<file path="src/rtl/div_if.sv">
// Handshake and result bundle between the EX stage and the divider.
interface div_if #(
    parameter int WIDTH = 32
);
    logic             start;
    logic             signed_div;
    logic [WIDTH-1:0] opdata1;
    logic [WIDTH-1:0] opdata2;
    logic             annul;
    logic             busy;
    logic             ready;
    logic [WIDTH-1:0] result_hi;
    logic [WIDTH-1:0] result_lo;

    modport master (
        output start, signed_div, opdata1, opdata2, annul,
        input  busy, ready, result_hi, result_lo
    );

    modport slave (
        input  start, signed_div, opdata1, opdata2, annul,
        output busy, ready, result_hi, result_lo
    );
endinterface

</file>
<file path="src/rtl/div_unit.sv">
// Iterative radix-2 restoring divider feeding the HI/LO pair (DIV/DIVU).
// Quotient lands in result_lo, remainder in result_hi; ready pulses once
// per completed divide and busy covers the whole time a divide is in flight.
//
// state    | meaning
// ---------+----------------------------------------------------------
// S_IDLE   | waiting for start; operands latched on acceptance
// S_ON     | one quotient bit per cycle, WIDTH cycles total
// S_DIVZERO| zero divisor: skip the iterations, result fixed at zero
// S_END    | ready pulse; result registers already hold the answer
module div_unit #(
    parameter int WIDTH = 32,
    parameter int CNT_W = 6
) (
    input  logic clk,
    input  logic rst,
    div_if.slave bus
);
    typedef enum logic [1:0] {
        S_IDLE    = 2'd0,
        S_ON      = 2'd1,
        S_DIVZERO = 2'd2,
        S_END     = 2'd3
    } state_t;

    state_t             r_state;
    state_t             w_next;

    logic [WIDTH-1:0]   r_rem;
    logic [WIDTH-1:0]   r_dvd;
    logic [WIDTH-1:0]   r_dvs;
    logic               r_qneg;
    logic               r_rneg;
    logic [CNT_W-1:0]   r_cnt;
    logic [WIDTH-1:0]   r_res_hi;
    logic [WIDTH-1:0]   r_res_lo;

    logic               w_neg1;
    logic               w_neg2;
    logic [WIDTH-1:0]   w_abs1;
    logic [WIDTH-1:0]   w_abs2;
    logic               w_accept;
    logic               w_step;
    logic               w_last;
    logic [WIDTH:0]     w_shift;
    logic               w_ge;
    logic [WIDTH-1:0]   w_diff;
    logic [WIDTH-1:0]   w_rem_next;
    logic [WIDTH-1:0]   w_dvd_next;

    // Operand magnitudes; 0x80000000 negates to itself, which is 2^31 unsigned.
    assign w_neg1 = bus.signed_div & bus.opdata1[WIDTH-1];
    assign w_neg2 = bus.signed_div & bus.opdata2[WIDTH-1];
    assign w_abs1 = w_neg1 ? (~bus.opdata1 + 1'b1) : bus.opdata1;
    assign w_abs2 = w_neg2 ? (~bus.opdata2 + 1'b1) : bus.opdata2;

    assign w_accept = (r_state == S_IDLE) && bus.start && !bus.annul &&
                      (bus.opdata2 != '0);
    assign w_step   = (r_state == S_ON) && !bus.annul;
    assign w_last   = w_step && (r_cnt == CNT_W'(WIDTH - 1));

    // Partial remainder stays below the divisor, so after the shift a
    // successful trial subtraction always fits back into WIDTH bits.
    assign w_shift    = {r_rem, r_dvd[WIDTH-1]};
    assign w_ge       = (w_shift >= {1'b0, r_dvs});
    assign w_diff     = w_shift[WIDTH-1:0] - r_dvs;
    assign w_rem_next = w_ge ? w_diff : w_shift[WIDTH-1:0];
    assign w_dvd_next = {r_dvd[WIDTH-2:0], w_ge};

    assign bus.busy      = (r_state != S_IDLE);
    assign bus.ready     = (r_state == S_END);
    assign bus.result_hi = r_res_hi;
    assign bus.result_lo = r_res_lo;

    // State register.
    always_ff @(posedge clk or posedge rst) begin
        if (rst) begin
            r_state <= S_IDLE;
        end else begin
            r_state <= w_next;
        end
    end

    // Next-state decode; annul only matters before the result is committed.
    always_comb begin
        w_next = r_state;
        case (r_state)
            S_IDLE: begin
                if (bus.start && !bus.annul) begin
                    w_next = (bus.opdata2 == '0) ? S_DIVZERO : S_ON;
                end
            end
            S_ON: begin
                if (bus.annul) begin
                    w_next = S_IDLE;
                end else if (r_cnt == CNT_W'(WIDTH - 1)) begin
                    w_next = S_END;
                end
            end
            S_DIVZERO: w_next = S_END;
            S_END:     w_next = S_IDLE;
            default:   w_next = S_IDLE;
        endcase
    end

    // Working registers: latch magnitudes and signs on accept, iterate in ON.
    always_ff @(posedge clk or posedge rst) begin
        if (rst) begin
            r_rem  <= '0;
            r_dvd  <= '0;
            r_dvs  <= '0;
            r_qneg <= 1'b0;
            r_rneg <= 1'b0;
            r_cnt  <= '0;
        end else if (w_accept) begin
            r_rem  <= '0;
            r_dvd  <= w_abs1;
            r_dvs  <= w_abs2;
            r_qneg <= w_neg1 ^ w_neg2;
            r_rneg <= w_neg1;
            r_cnt  <= '0;
        end else if (w_step) begin
            r_rem  <= w_rem_next;
            r_dvd  <= w_dvd_next;
            r_cnt  <= r_cnt + 1'b1;
        end
    end

    // Result registers load on entry to END and otherwise hold.
    always_ff @(posedge clk or posedge rst) begin
        if (rst) begin
            r_res_hi <= '0;
            r_res_lo <= '0;
        end else if (w_last) begin
            r_res_lo <= r_qneg ? (~w_dvd_next + 1'b1) : w_dvd_next;
            r_res_hi <= r_rneg ? (~w_rem_next + 1'b1) : w_rem_next;
        end else if (r_state == S_DIVZERO) begin
            r_res_lo <= '0;
            r_res_hi <= '0;
        end
    end
endmodule

</file>
<file path="src/flat_wrapper.sv">
// flat-port wrapper written by rule: the top's interface ports become plain ports
module div_unit_flat 
#(
    parameter int WIDTH = 32,
    parameter int CNT_W = 6
)
  (clk, rst, bus_start, bus_signed_div, bus_opdata1, bus_opdata2, bus_annul, bus_busy, bus_ready, bus_result_hi, bus_result_lo);
  div_if #(.WIDTH(WIDTH)) bus_i ();
  input  logic clk;
  input  logic rst;
  input wire logic [$bits(bus_i.start)-1:0] bus_start;
  input wire logic [$bits(bus_i.signed_div)-1:0] bus_signed_div;
  input wire logic [$bits(bus_i.opdata1)-1:0] bus_opdata1;
  input wire logic [$bits(bus_i.opdata2)-1:0] bus_opdata2;
  input wire logic [$bits(bus_i.annul)-1:0] bus_annul;
  output wire logic [$bits(bus_i.busy)-1:0] bus_busy;
  output wire logic [$bits(bus_i.ready)-1:0] bus_ready;
  output wire logic [$bits(bus_i.result_hi)-1:0] bus_result_hi;
  output wire logic [$bits(bus_i.result_lo)-1:0] bus_result_lo;
  assign bus_i.start = bus_start;
  assign bus_i.signed_div = bus_signed_div;
  assign bus_i.opdata1 = bus_opdata1;
  assign bus_i.opdata2 = bus_opdata2;
  assign bus_i.annul = bus_annul;
  assign bus_busy = bus_i.busy;
  assign bus_ready = bus_i.ready;
  assign bus_result_hi = bus_i.result_hi;
  assign bus_result_lo = bus_i.result_lo;
  div_unit #(.WIDTH(WIDTH), .CNT_W(CNT_W)) u_core (.clk(clk), .rst(rst), .bus(bus_i));
endmodule
</file>
<file path="config.mk">
export PLATFORM = sky130hd
export DESIGN_NAME = div_unit_flat
export DESIGN_NICKNAME = d
export VERILOG_FILES = /design/src/rtl/div_if.sv /design/src/rtl/div_unit.sv /design/src/flat_wrapper.sv
export SDC_FILE = /design/constraint.sdc
export NUM_CORES = 1
export LEC_CHECK = 0
export BUFFER_PORTS_ARGS = -buffer_cell sky130_fd_sc_hd__clkbuf_2
export CORE_MARGIN = 2
export CORE_UTILIZATION = 35
export CTS_BUF_LIST = sky130_fd_sc_hd__clkbuf_4 sky130_fd_sc_hd__clkbuf_8
export DETAILED_ROUTE_END_ITERATION = 8
export GPL_ROUTABILITY_DRIVEN = 0
export GPL_TIMING_DRIVEN = 0
export PLACE_DENSITY = 0.6
export SLEW_MARGIN = 20
export SYNTH_ARGS = -nofsm -noshare
export SYNTH_HDL_FRONTEND = slang
export SYNTH_SLANG_ARGS = --single-unit
</file>
<file path="constraint.sdc">
create_clock -name clk -period 17.9 [get_ports clk]
set_clock_uncertainty 0.15 [all_clocks]
set_input_delay 4.475 -clock clk [delete_from_list [all_inputs] [get_ports clk]]
set_output_delay 4.475 -clock clk [all_outputs]
set_load 0.1 [all_outputs]
</file>
## Word-level counts from Yosys, hierarchy flattened

Cells that the tools add are included.

| cells by class | value |
|---|---|
| add/sub/neg operators | 6 |
| multiply operators | 0 |
| divide/modulo/power cells | 0 |
| order comparisons | 1 |
| equal/unequal tests | 6 |
| shifts and indexed selects | 0 |
| multiplexer cells | 19 |
| bitwise logic cells | 7 |
| reduce and logical (&&, ||, !) cells | 14 |

Operator list:

| kind | count |
|---|---|
| two-way mux 32 bit | 12 |
| adder 32 x 1 -> 32 bit (second input constant) | 4 |
| inverter 32 bit | 4 |
| greater-or-equal comparator 33 x 32 -> 1 bit | 1 |
| logical NOT 32 bit | 1 |
| nonzero test 32 bit | 1 |
| subtractor 32 bit | 1 |
| two-way mux 6 bit | 2 |
| two-way mux 2 bit | 4 |
| case mux 2 bit (4 select lines) | 1 |
| adder 6 x 1 -> 6 bit (second input constant) | 1 |
| == test 6 x 5 -> 1 bit (second input constant) | 1 |
| logical AND 1 bit | 6 |
| nonzero test 2 bit | 3 |
| == test 2 bit (second input constant) | 2 |
| inequality test 3 bit (second input constant) | 1 |
| bitwise AND 1 bit | 2 |
| == test 2 x 1 -> 1 bit (second input constant) | 1 |
| logical NOT 2 bit | 1 |
| inequality test 2 bit (second input constant) | 1 |
| AND reduction 2 bit | 1 |
| logical NOT 1 bit | 1 |
| bitwise XOR 1 bit | 1 |

| storage, ports and cells | value |
|---|---|
| bits in registers | 170 |
| latch bits | 0 |
| RAM bits | 0 |
| memory bits (read-only) | 0 |
| bits of input ports | 69 |
| output and inout port bits | 66 |
| word-level logic and storage cells | 62 |
| memories kept | 0 |

## Longest topological paths before layout

| depth | value |
|---|---|
| word-level depth | 6 |
| gate-level depth with buffers | 23 |
| mapped depth without buffers | 20 |

## Worst setup path before layout

OpenSTA, ideal clock, no wires.

| timing path | value |
|---|---|
| path kind | input -> register |
| start point | input bus_opdata2[8] |
| end point | register u_core.r_dvd[0] |
| library setup time | 0.083 ns |
| arrival time | 7.154 ns |
| required time | 17.667 ns |
| slack | 10.513 ns |
| cell stages on the path | 11 |
| path buffers | 2 |
| cells stage by stage | or4_1 nor3_1 and3_1 nand2_1 or4_1 and3_1 clkbuf_1 nor2_1 clkbuf_1 a22oi_1 o21ai_0 |

| on the way | value |
|---|---|
| word-level cells in the longest chain between the ends | 3 |
| elaborated cells on any way between the ends | 4 |
| those cells by class | mux (1); reduce/logical (3) |

RTL lines:

| element | RTL line | text |
|---|---|---|
| start: declaration | flat_wrapper.sv:14 | `input wire logic [$bits(bus_i.opdata2)-1:0] bus_opdata2;` |
| nonzero test 32 bit (*) | div_unit.sv:58 | `(bus.opdata2 != '0);` |
| logical AND 1 bit (*) | div_unit.sv:57 | `assign w_accept = (r_state == S_IDLE) && bus.start && !bus.annul &&` |
| two-way mux 32 bit or nonzero test 2 bit (tied branches) | n/a |  |
| end signal: assignment | div_unit.sv:117 | `r_dvd <= w_abs1;` |
| end signal: assignment | div_unit.sv:124 | `r_dvd <= w_dvd_next;` |
| end: declaration | div_unit.sv:30 | `logic [WIDTH-1:0] r_dvd;` |

Mark *: on every way between the ends. The rest lies on a longest branch, timed or not.
A chain may end at the register's enable or synchronous reset.

## Worst setup path after layout

| timing path | value |
|---|---|
| start point | input bus_opdata2[5] |
| end point | register u_core.r_dvd[14] |

The elaborated chain is that of the path after synthesis.

==> metrics.md <==
| Metric | Value |
|---|---|
| Status | `complete, no violations` |
| Antenna-violating nets left | `0` |
| Ys flop type | `dfrtp_1` |
| Seq/Total Area, Yosys | `0.364` |
| Vias | `10800` |
| # IOs | `135` |
| Unrepaired setup endpoints after global routing | `no` |
| Max-slew violations | `0` |
| Largest cells by area after synthesis | `dfrtp_1 (36%), o21ai_0 (8.9%), xor2_1 (6.2%), nand2_1 (5.8%), xnor2_1 (5.0%)` |
| Cell Pwr Density | `163 nW/um^2` |
| Cts bufs inserted | `17` |
| Post-Route Setup TNS | `0 ns` |
| Yosys cell types | `71` |
| Synth cell count leaders | `o21ai_0 (207), nand2_1 (179), dfrtp_1 (170)` |
| Initial antenna violation count | `0` |
| Post-CTS setup buffer count | `0` |
| Drt wl/cell | `17.9 um` |
| # port buffers | `134` |
| CP max FO | `10` |
| Post-synthesis register bit count | `170` |
| Synth Area per Inst | `about 8.3 sq um` |
| Post-route cell area | `13300 sq um` |
| Synthesized area | `11700 sq um` |
| Chip width | `around 190 um` |
| Remaining DRCs | `0` |
| CP required | `~18 ns` |
| Area Overhead vs Synth | `13.9%` |
| Final min period | `8.12 ns` |
| Post-Route WL | `~36000 um` |
| Critical-path cell list | `clkbuf_2 -> nor4_1 -> nand2b_1 -> nor3_1 -> and3_1 -> nand2_1 -> or4_1 -> nand3_1 -> clkbuf_1 -> clkbuf_1 -> o21ai_0` |
| Register-to-register path setup slack | `10.49 ns` |
| Antenna cells | `0` |
| # rows | `66` |
| Core Footprint | `32700 sq um` |
| Clk Latency, worst-skew pair | `0.50 ns` |
| Critical path depth | `11` |
| Synthesized net count | `between 1500 and 2000` |
| Clock Tree Buf Depth | `2` |
| CP max stage delay | `~0.65 ns` |
| Setup crit end kind | `flop` |
| Nets@finish | `1665` |
| Worst-path clk slew | `approximately 0.080 ns` |
| Max Fclk | `around 120 MHz` |
| Actual transition at the worst max-transition pin | `approximately 0.78 ns` |
| Cts hold-fix bufs | `0` |
| First DRT Iteration DRCs | `~730` |
| Worst r2r dst | `u_core.bus.result_hi[30]` |
| Total iterations of the first detailed-routing run | `5` |
| Worst R2R Start | `u_core.r_rem[24]` |
| Area fraction of the dominant cell type after synthesis | `0.364` |
| Die area | `34900 sq um` |
| Gr usage total | `0.208` |
| Count leader, synth | `o21ai_0` |
| Path depth of the worst reg2reg path | `21` |
| Fill cells | `between 3000 and 4000` |
| TritonCTS clock tree | `done` |
| Cell repeated most along the worst path | `clkbuf_1` |
| Arr. time, crit path | `8.31 ns` |
| Max IR drop VDD | `approximately 68 uV` |
| Post-synth EDFFs | `0` |
| Final hold vios | `0` |
| Ys async rst share | `1.00` |
| # H-tree levels | `4` |
| Starting Density | `0.357` |
| Tcrit/Tclk final | `0.454` |
| Die Y | `roughly 190 um` |
| Largest net degree at the start of global routing | `87` |
| Placed inst area | `12900 sq um` |
| Crit path to | `u_core.r_dvd[14]` |
| CP top delay family | `simple AND/OR/NAND/NOR gates` |
| Setup Viol. Count Final | `0` |
| Share of layout cells above drive strength 1 | `0.132` |
| Vias in the first global route | `10400` |
| Via/cell ratio | `5.39` |
| Crit. Startpoint | `bus_opdata2[5]` |
| Critical path type | `primary input to flop` |
| Max-slew headroom | `0.475` |
| Root Buffer Master | `clkbuf_8` |
| Area leader, netlist | `dfrtp_1` |
| Startpoint types | `primary input` |
| Clock sink total | `170` |
| Global route overflow | `0` |
| Cell count after synthesis | `roughly 1400` |
| Pleak | `5.75 nW` |
| Critical path buffer and inverter count | `3` |
| Worst Hold Class | `flop to flop` |
| Maxcap violations | `0` |
| Dpl hpwl | `29000 um` |
| Critical path's slowest cell | `or4_1` |
| Synth warn | `0` |
| Global-route wire length before repair | `58000 um` |
| Post-CTS Resized | `0` |
-- worst register-to-register path, cell delays in order, from the launching register on --
cell and delay, ns:
dfrtp_1 0.47, ha_1 0.44, nand4_1 0.25, nor4_1 0.62, a21oi_1 0.15, o21ai_1 0.42, inv_1 0.28, nand2_2 0.26
buf_1 0.56, clkbuf_1 0.47, nand2_1 0.09, o21ai_0 0.27, ha_1 0.39, inv_1 0.12, nor2_1 0.12, nand4_1 0.14
or4_4 0.62, o41ai_4 0.48, nand4_1 0.29, o31ai_1 0.36, xor2_1 0.25, o21ai_1 0.09
-- layout make-up --
class | instances | area [sq um] | area share
inverter | 51 | 199 | 0.0149
multi-input combinational | 1109 | 6940 | 0.521
tap | 442 | 553 | 0.0416
sequential | 170 | 4250 | 0.320
timing repair buffer | 135 | 698 | 0.0525
clock buffer | 22 | 278 | 0.0209
clock inverter | 8 | 90.1 | 0.00677
buffer | 74 | 297 | 0.0223
-- where the power goes --
group / total (mW) / switching (mW) / internal, mW / leakage, nW
sequential: 0.547 / 0.0995 / 0.448 / 2.25
clock: 0.271 / 0.151 / 0.120 / 0.182
combinational: 1.35 / 0.870 / 0.481 / 3.32
-- layout by cell type, fill, tap and decap left out, types with 4 or more instances in the layout --
master and n:
o21ai_0 207, nand2_1 179, dfrtp_1 170, clkbuf_2 134, nor2_1 107, xor2_1 83, a21oi_1 69, xnor2_1 67
clkbuf_1 55, nand3_1 52, inv_1 49, ha_1 37, o31ai_1 26, nor3_1 25, mux2i_1 24, clkbuf_8 18
nand4_1 16, o41ai_1 16, a221o_1 16, a22oi_1 15, or3_1 14, or4_1 13, nor4_1 11, o21ai_1 11
o21a_1 10, buf_2 9, buf_1 9, and2_1 8, a31oi_1 8, nand2b_1 8, a21o_1 7, nor2b_1 6
nand4b_1 5, o211ai_1 5, and3_1 4, o21bai_1 4, or4_4 4, clkbuf_4 4
-- through the flow --
stage / hold slack (ns) / std cells / power (mW) / utilization / setup WS, ns
6_report: 0.331 / 2011 / 2.17 / 0.407 / 9.78
5_1_grt: 0.357 / 2011 / 2.32 / 0.407 / 9.45
4_1_cts: 0.341 / 2011 / 2.14 / 0.407 / 9.81
3_5_place_dp: 0.322 / 1981 / 1.86 / 0.396 / 9.31
3_3_place_gp: 0.314 / 1980 / 1.85 / 0.395 / 6.69
2_1_floorplan: 0.306 / 1404 / 1.50 / - / 8.67
-- flip-flops by register name, summed over array words and instances, names as in the netlist --
register	count
u_core.bus.result_lo	32
u_core.r_rneg	1
u_core.r_dvd	32
u_core.r_cnt	6
u_core.r_dvs	32
u_core.bus.result_hi	32
u_core.r_state	2
u_core.r_rem	32
u_core.r_qneg	1
-- metal layers --
layer / vias up / part of all wire / GRT usage
met2: 363 / 0.42 / 0.309
li1: 5319 / - / -
met4: 0 / 0.012 / 0.0461
met5: - / 0 / 0
met3: 29 / 0.065 / 0.0352
met1: 5123 / 0.50 / 0.315
-- worst min-delay path by stage --
| stage | start | endpoint | depth (start not counted) | slack [ns] |
|---|---|---|---|---|
| 4_1_cts | u_core.bus.result_lo[23] | u_core.bus.result_lo[23] | 2 | 0.34 |
| 5_1_grt | u_core.bus.result_lo[16] | u_core.bus.result_lo[16] | 2 | 0.36 |
| 3_3_place_gp | u_core.bus.result_hi[13] | u_core.bus.result_hi[13] | 2 | 0.31 |
| 2_1_floorplan | u_core.r_dvs[0] | u_core.r_dvs[0] | 2 | 0.31 |
| 6_report | u_core.bus.result_lo[23] | u_core.bus.result_lo[23] | 2 | 0.33 |
| 3_5_place_dp | u_core.bus.result_lo[23] | u_core.bus.result_lo[23] | 2 | 0.32 |
-- logic make-up after synthesis --
family | after synthesis | synth area share
buffers and inverters | 125 | 0.0418
AND/OR/NAND/NOR | 465 | 0.187
AO/OA/AOI/OAI | 432 | 0.233
multiplexers | 24 | 0.0206
XOR/XNOR | 150 | 0.112
flip-flops | 170 | 0.364
adder cells (fa/ha/maj) | 38 | 0.0413
Power figures use the tool's default switching activity.
